**src/rtl/mult_div_pkg.sv**
```systemverilog
// Shared definitions for the multiply/divide initiator and its core.
//   op_e    : cmd_op encodings accepted from the control unit
//   state_e : hilo_sequencer FSM states
//   CORE_LATENCY_DEF : default core latency in cycles from core start
package mult_div_pkg;

  typedef enum logic [1:0] {
    OP_MULT = 2'd0,
    OP_DIV  = 2'd1,
    OP_MTHI = 2'd2,
    OP_MTLO = 2'd3
  } op_e;

  typedef enum logic [1:0] {
    ST_IDLE   = 2'd0,
    ST_LAUNCH = 2'd1,
    ST_WAIT   = 2'd2,
    ST_COMMIT = 2'd3
  } state_e;

  localparam int unsigned CORE_LATENCY_DEF = 34;

endpackage

```
**src/rtl/hilo_sequencer.sv**
```systemverilog
// Initiator for the multicycle multiply/divide core; owns architectural HI/LO.
// Ports:
//   clk, reset              : clock, synchronous active-high reset
//   cmd_valid/cmd_ready     : command handshake from control unit
//   cmd_op, rs_val, rt_val  : command opcode and operands
//   busy, done, div_zero_exc: status; done/div_zero_exc are one-cycle pulses
//   hi_q, lo_q              : architectural HI/LO
//   core_sel, core_reset    : core mode (1=mult) and start/clear
//   core_a, core_b          : latched operands to the core
//   core_high, core_low, core_div_zero : core results
module hilo_sequencer
  import mult_div_pkg::*;
#(
  parameter int unsigned CORE_LATENCY = CORE_LATENCY_DEF,
  parameter int unsigned CNT_W        = 6
) (
  input  logic        clk,
  input  logic        reset,
  input  logic        cmd_valid,
  output logic        cmd_ready,
  input  logic [1:0]  cmd_op,
  input  logic [31:0] rs_val,
  input  logic [31:0] rt_val,
  output logic        busy,
  output logic        done,
  output logic        div_zero_exc,
  output logic [31:0] hi_q,
  output logic [31:0] lo_q,
  output logic        core_sel,
  output logic        core_reset,
  output logic [31:0] core_a,
  output logic [31:0] core_b,
  input  logic [31:0] core_high,
  input  logic [31:0] core_low,
  input  logic        core_div_zero
);

  state_e             state;
  logic [CNT_W-1:0]   cnt;
  logic               exc_flag;
  op_e                op;

  assign op = op_e'(cmd_op);

  // Status is decoded from registered state; reset masks it immediately so
  // nothing is advertised during the cycle reset is applied.
  assign cmd_ready    = ~reset & (state == ST_IDLE);
  assign busy         = ~reset & (state != ST_IDLE);
  assign done         = ~reset & (state == ST_COMMIT);
  assign div_zero_exc = ~reset & (state == ST_COMMIT) & exc_flag;
  // The core is held cleared outside WAIT; it starts when WAIT is entered.
  assign core_reset   = reset | (state != ST_WAIT);

  always_ff @(posedge clk) begin
    if (reset) begin
      state    <= ST_IDLE;
      hi_q     <= '0;
      lo_q     <= '0;
      core_a   <= '0;
      core_b   <= '0;
      core_sel <= 1'b0;
      cnt      <= '0;
      exc_flag <= 1'b0;
    end else begin
      case (state)
        ST_IDLE: begin
          if (cmd_valid) begin
            case (op)
              OP_MULT, OP_DIV: begin
                core_a   <= rs_val;
                core_b   <= rt_val;
                core_sel <= (op == OP_MULT);
                state    <= ST_LAUNCH;
              end
              OP_MTHI: begin
                hi_q  <= rs_val;
                state <= ST_COMMIT;
              end
              OP_MTLO: begin
                lo_q  <= rs_val;
                state <= ST_COMMIT;
              end
              default: state <= ST_IDLE;
            endcase
          end
        end
        ST_LAUNCH: begin
          cnt   <= CNT_W'(CORE_LATENCY - 1);
          state <= ST_WAIT;
        end
        ST_WAIT: begin
          if (cnt == '0) begin
            // core_sel doubles as the latched opcode: 1=MULT, 0=DIV.
            if (core_sel) begin
              hi_q <= core_high;
              lo_q <= core_low;
            end else if (core_div_zero) begin
              exc_flag <= 1'b1;
            end else begin
              lo_q <= core_high;
              hi_q <= core_low;
            end
            state <= ST_COMMIT;
          end else begin
            cnt <= cnt - 1'b1;
          end
        end
        ST_COMMIT: begin
          exc_flag <= 1'b0;
          state    <= ST_IDLE;
        end
        default: state <= ST_IDLE;
      endcase
    end
  end

endmodule

```
**config.mk**
```make
export PLATFORM = sky130hd
export DESIGN_NAME = hilo_sequencer
export DESIGN_NICKNAME = d
export VERILOG_FILES = /design/src/rtl/mult_div_pkg.sv /design/src/rtl/hilo_sequencer.sv
export SDC_FILE = /design/constraint.sdc
export NUM_CORES = 1
export LEC_CHECK = 0
export CORE_UTILIZATION = 44
export CTS_BUF_LIST = sky130_fd_sc_hd__clkbuf_16
export DETAILED_ROUTE_END_ITERATION = 10
export GPL_ROUTABILITY_DRIVEN = 1
export GPL_TIMING_DRIVEN = 0
export HOLD_SLACK_MARGIN = 0.02
export PLACE_DENSITY = 0.82
export SLEW_MARGIN = 20
export SYNTH_ARGS = -nofsm -noshare
export SYNTH_HDL_FRONTEND = slang
export SYNTH_SLANG_ARGS = --single-unit
```
**constraint.sdc**
```tcl
create_clock -name clk -period 2 [get_ports clk]
set_input_delay 0.4 -clock clk [delete_from_list [all_inputs] [get_ports clk]]
set_output_delay 0.4 -clock clk [all_outputs]
set_load 0.05 [all_outputs]
```
---- After elaboration in Yosys (flattened, before gate mapping) ----
Index checks and enable logic that the tools add are counted.
W data, S select, Z words.
cells by class
  add/subtract/negate cells ............... 1
  equal/unequal tests ..................... 15
  multiplexer cells ....................... 22
  bitwise gates (word level) .............. 6
  reductions and logical operators ........ 15
operator list
  kind                   count
  $mux W32               10
  $pmux W32 S2           2
  $ne A2 B2 Y1 const B   6
  $pmux W6 S2            1
  $reduce_and A5 Y1      2
  $eq A2 B2 Y1 const B   4
  $pmux W2 S4            1
  $reduce_bool A2 Y1     4
  $logic_not A6 Y1       1
  $mux W6                1
  $sub A6 B1 Y6 const B  1
  $and A1 B1 Y1          4
  $eq A2 B1 Y1 const B   2
  $logic_not A2 Y1       2
  $mux W2                2
  $ne A2 B1 Y1 const B   2
  $pmux W2 S2            1
  $reduce_and A2 Y1      2
  $reduce_and A4 Y1      1
  $reduce_or A2 Y1       2
  $mux W1                3
  $ne A3 B3 Y1 const B   1
  $reduce_and A3 Y1      1
  $pmux W1 S2            1
  2 further kinds        2
storage, ports and cells
  register bits ........................... 138
  input port bits ......................... 134
  output and inout port bits .............. 134
  word-level logic and storage cells ...... 67

---- Depth between registers and ports, before layout ----
  word-level depth ........................ 5
  gate-level depth with buffers ........... 8

---- Least setup slack after synthesis ----
OpenSTA, ideal clock, no wires.
  kind .................................... input to output
  from .................................... in reset
  to ...................................... out div_zero_exc
  data arrival time ....................... 1.973 ns
  slack ................................... -0.373 ns
  stages .................................. 4
  buffers on the path ..................... 2
  cell sequence ........................... buf_2 buf_2 nor2b_1 and2_1
between the ends
  longest elaborated chain between the ends .. 3
RTL lines
  what            line                  RTL
  from (decl)     hilo_sequencer.sv:18  input logic reset,
  $not A1 Y1      -
  $and A1 B1 Y1   -
  named net done  hilo_sequencer.sv:25  output logic done,
  $and A1 B1 Y1   hilo_sequencer.sv:50  assign div_zero_exc = ~reset & (state == ST_COMMIT) & exc_flag;
  to (decl)       hilo_sequencer.sv:26  output logic div_zero_exc,
The timed path passes the listed nets, and every way through them passes these cells.

---- Final worst setup path ----
  from .................................... reg lo_q[16]
  to ...................................... out lo_q[16]
RTL lines
  what                    line                   RTL
  from (decl)             hilo_sequencer.sv:28   output logic [31:0] lo_q,
  from (signal assigned)  hilo_sequencer.sv:80   lo_q <= rs_val;
  from (signal assigned)  hilo_sequencer.sv:96   lo_q <= core_low;
  from (signal assigned)  hilo_sequencer.sv:100  lo_q <= core_high;
No word-level cell between the ends.

==> summary.txt <==
Floorplanning
  • Die Ht: 126.0 um
  • DIE AREA: 15860 um^2
  • Starting density of the core: 45.82%
  • Die width: 126.0 um
  • Row cnt: 44
  • Top Ports: 268
  • Core Footprint: 14750 um^2

Pwr
  • Lkg Pwr: 0.005096 uW
  • PwrDens: 1521 nW/um^2
  • Max VDD drop: 796.5 uV

CTS
  • CTS sink cnt: 138
  • Clock tree buffer depth: 2
  • Root buffer cell: clkbuf_16
  • Num CTS Buffers: 17
  • Worst-skew pair later-pin latency: 0.42 ns
  • CTS Hold Bufs: 0
  • CTS tree: yes
  • CTS H-tree lvls: 4
  • Reg clk slew, reported paths: 0.06 ns

Critical path
  • RR Startpoint: state[0]
  • Critical path buffers and inverters: 1
  • Setup slack, reg-to-reg: 0.04 ns
  • CP Class: flop to primary output
  • CP Depth: 1
  • Max stage delay on crit path: 0.84 ns
  • Slowest stage cell, crit path: clkdlybuf4s50_1
  • Crit Path Max Fanout: 2
  • Worst setup EP type: primary output
  • R2R cell count: 7
  • R2r endpoint: hi_q[8]
  • Arrival time worst endpoint: 1.58 ns
  • Worst Path Required: 1.60 ns
  • CP Launch Type: flop
  • CP delay by family, top: buffers and inverters
  • CP Cell Sequence: clkdlybuf4s50_1

Placed design
  • Area post-placement: 9657 um^2
  • # port buffers: 266
  • Dpl hpwl: 16.59 mm
  • GP Congestion: 0.8376
  • Pre-CTS worst setup slack: -0.9371 ns

STA
  • Slew headroom: 59.68%
  • Final Cycle Share: 99.09%
  • Fin. max-slew vios: 0
  • Setup TNS: 0 ns
  • Period minus WS final: 1.982 ns
  • Setup Skew: 0.006464 ns
  • Fin worst setup slack: 0.01827 ns
  • Hold_ws: 0.4503 ns
  • Fmax: 0.5046 GHz
  • Endpoints failing hold: 0
  • Slew @ Worst Pin: 0.6048 ns
  • Endpoints failing setup: 0

Yosys
  • Post-Syn Instances: 745
  • Top_reg_cell synth: dfxtp_1
  • Post-synthesis sequential area ratio: 40.87%
  • Register bit total from synthesis: 138
  • Cell taking the most area after synthesis: dfxtp_1
  • Post-Syn Area: 6760 um^2
  • Async set-reset flop share out of synthesis: 0%
  • Ys Warns: 0
  • Top-area cell type share of the netlist area: 40.87%
  • EDFF count, synth: 0
  • Syn_nets: 886
  • Syn_area_per_cell: 9.074 um^2
  • Area contributors post-synth: dfxtp_1 (41%), a21oi_1 (9.8%), mux2i_1 (9.6%)
  • Netlist cell types: 38

Routing
  • First drt pass iteration count: 5
  • Via count: 6471
  • WL/cell: 18.57 um
  • Vias per inst: 5.278
  • Detail Route Antenna Nets: 0
  • DRC viols: 0
  • Initial DRC count: 355
  • DRT Wirelength: 22.77 mm

Worst hold path
  • Hold path cells: 2
  • Hold Path Sink: core_a[30]
  • Hold Crit Start: core_a[30]
  • Hold/Removal Path Class: flop to flop

Global routing
  • GRT Resource Usage Total: 28.54%
  • Global route overflow: 0
  • Pin count of the biggest net entering global routing: 17
  • First-pass GRT wire length: 34.84 mm
  • Vias in the first global route: 6454
  • Initial antenna violation count: 1

Layout
  • Final net count: 1171
  • ANT cells: 0
  • Commonest non-fill, non-tap cell in the layout: clkdlybuf4s50_1
  • Cell area after layout: 10530 um^2
  • Post-layout util: 71.38%
  • Synth-to-Final Area Change: 55.78%
  • Share of cells above drive strength 1: 13.92%
  • Most frequent cells in the layout: clkdlybuf4s50_1 (185), dfxtp_1 (134), a21oi_1 (133), nand2_1 (133), nor2b_1 (66)

Run
  • Max cap viols: 0

Run status
  • Outcome: finished, final reports clean
[state kept, by name, summed over array words and instances (netlist names)]
name and cells:
core_b 32, core_a 32, state 2, core_sel 1, hi_q 32, cnt 6
lo_q 32, exc_flag 1
[stage by stage]
step / total power, uW / cells
after detailed placement: 12430 / 1195
after CTS: 15870 / 1225
after global routing: 16660 / 1226
after floorplan: 9751 / 745
after global placement: 12320 / 1195
final: 16010 / 1226
[what timing repair did]
item,in CTS,in global routing
setup endpoints to repair,149,149
pin swaps,0,1
cloned,0,1
gates resized for setup,81,74
setup buffers,0,2
[area by class of cell]
class	count	area, um^2
Buffer	55	336.6
Tap cell	184	230.2
Multi-Input combinational cell	542	3741
Sequential cell	138	2770
Clock buffer	17	425.4
Clock inverter	14	181.4
Fill cell	1138	4223
Timing Repair Buffer	269	2818
Inverter	7	28.78
[cells in the mapped netlist (7+ instances only)]
library cell,n
dfxtp_1,138
a21oi_1,133
nand2_1,133
nor2b_1,67
mux2i_1,65
clkbuf_1,36
mux2_2,34
o21bai_1,32
mux2_4,30
buf_2,10
buf_6,7
ha_1,7
inv_1,7
[layer usage]
layer	share of wire, %	up-vias	global-route usage [%]
met1	42	3031	34.11
met2	48	264	48.03
li1	-	3125	-
met5	0.057	-	0
met3	7.1	49	7.816
met4	2.7	2	12.33
[kinds of logic after synthesis]
family	after synthesis	synth area share, %
compound gates	180	15.10
xor+xnor	1	0.1296
fa+ha+maj	7	1.296
buf+inv	65	4.572
flops	138	40.87
mux	129	21.95
simple gates	225	16.08
[power breakdown]
group / switching, uW / internal (uW)
logic: 5220 / 3550
clock network: 1220 / 2060
registers: 434 / 3540
[worst max-delay path by stage]
stage                 end     start
6_report         lo_q[16]  lo_q[16]
3_5_place_dp   core_reset  state[0]
3_3_place_gp   core_reset  state[0]
4_1_cts        core_reset  state[0]
2_1_floorplan   cmd_ready     reset
5_1_grt          hi_q[12]    cnt[0]
Note: power is estimated with default switching activity, not from simulation.
==> edit: new RTL, same flow settings <==
Change the parameter `CNT_W` from 6 to 3.
--- a/src/rtl/hilo_sequencer.sv
+++ b/src/rtl/hilo_sequencer.sv
@@ -12,7 +12,7 @@
   import mult_div_pkg::*;
 #(
   parameter int unsigned CORE_LATENCY = CORE_LATENCY_DEF,
-  parameter int unsigned CNT_W        = 6
+  parameter int unsigned CNT_W        = 3
 ) (
   input  logic        clk,
   input  logic        reset,
Function: same outputs for any inputs over 4 cycles, from zero or initial values and one cycle with reset high; that may be too few to reach the edited logic, so the function may still have changed.
==> edit against the original RTL <==
  * Sequential cell count down 3
  * Wire length down 0.71%
  * Clock power down 7.6%
  * Critical path depth unchanged
  * Final area down 0.90%
  * Hold slack worse by 1.3 ps
  * Synthesized area down 0.35%
  * Critical endpoint is now lo_q[8]
  * Worst setup slack worse by 2.5 ps
  * Highest routed layer is now met4
  * Combinational power down 19%
  * Total power down 14%
  * Sequential share of layout area down 0.36 points
  * Critical path type unchanged
==> edit: results (changes against the original RTL) <==
[cts]
cts_resized = 69  ; was 81

[setup_path]
rrSetupSlack_ps = 100  ; was 40 ps
timing.rr.end = lo_q[2]$_SDFFE_PP0P_  ; was hi_q[8]$_SDFFE_PP0P_

[status]
outcome = finished, final reports clean  ; unchanged

[cells_and_area]
drive_above_1_share_pct = 14.38  ; was 13.92%
final_nets = 1166  ; was 1171
fillers = 1192  ; was 1138

[route]
wl_met1_um = 9344  ; was 9650 um
top_layer = met4  ; was met5
via_per_inst = 5.223  ; was 5.278
drtPass1Iterations = 4  ; was 5
dr.first_iter.drc_count = 346  ; was 355
routed_wl_um = 22600  ; was 22770 um

[synth]
synth-compound-area-share_pct = 14.25  ; was 15.10%
synth_commonest_cells = dfxtp_1, a21oi_1, nand2_1  ; unchanged
synthAdderAreaFrac_pct = 1.486  ; was 1.296%
ys_seq_area_share_pct = 40.12  ; was 40.87%
muxShareOfSynthArea_pct = 23.85  ; was 21.95%
syn-num-nets = 877  ; was 886
synth_xor_area_share_pct = 0  ; was 0.1296%
syn_area_per_cell_sq_um = 9.165  ; was 9.074 sq um
synth_cell_types = 28  ; was 38

[global_route]
grt_pass1_wl_um = 34800  ; was 34840 um
grt_max_degree = 19  ; was 17
antenna_found_initial = 0  ; was 1
grt_pass1_vias = 6451  ; was 6454

[placement]
gp_congestion = 0.8202  ; was 0.8376
preCtsSetupSlack_ps = -961.4  ; was -937.1 ps
dpl_cell_area_sq_um = 9643  ; was 9657 sq um

[pwr]
swShare_pct = 42.19  ; was 42.89%
clk-power_mw = 3.03  ; was 3.28 mW

[min_path]
hold_start = core_b[0]$_SDFFE_PP0P_  ; was core_a[30]$_SDFFE_PP0P_

[sta]
clock_skew_ps = 9.825  ; was 6.464 ps
holdWs_ps = 449.0  ; was 450.3 ps

edit: worst max path at each step:
stage	start	end	slack, ps	cells after the start
2_1_floorplan	reset	div_zero_exc	-130	5
4_1_cts	hi_q[9]$_SDFFE_PP0P_	hi_q[9]	0.4	1
3_3_place_gp	reset	busy	-950	7
6_report	lo_q[8]$_SDFFE_PP0P_	lo_q[8]	20	1
5_1_grt	state[1]$_SDFFE_PP0P_	core_b[3]$_SDFFE_PP0P_	-6	8
3_5_place_dp	reset	busy	-960	7
edit: routing by layer:
layer  up-vias  GRT usage [%]
li1       3090              -
met1      2973          33.19
met2       273          49.25
met3        36          8.666
met4         0          9.568
met5         -              0
edit: area by class of cell:
class / instances / area, sq um / area share, %
buffer: 57 / 339.1 / 3.249
clock inverter: 14 / 135.1 / 1.295
sequential: 135 / 2708 / 25.94
inverter: 6 / 25.02 / 0.2398
tap: 184 / 230.2 / 2.206
timing repair buffer: 272 / 2809 / 26.92
multi-input combinational: 535 / 3765 / 36.07
clock buffer: 17 / 425.4 / 4.076
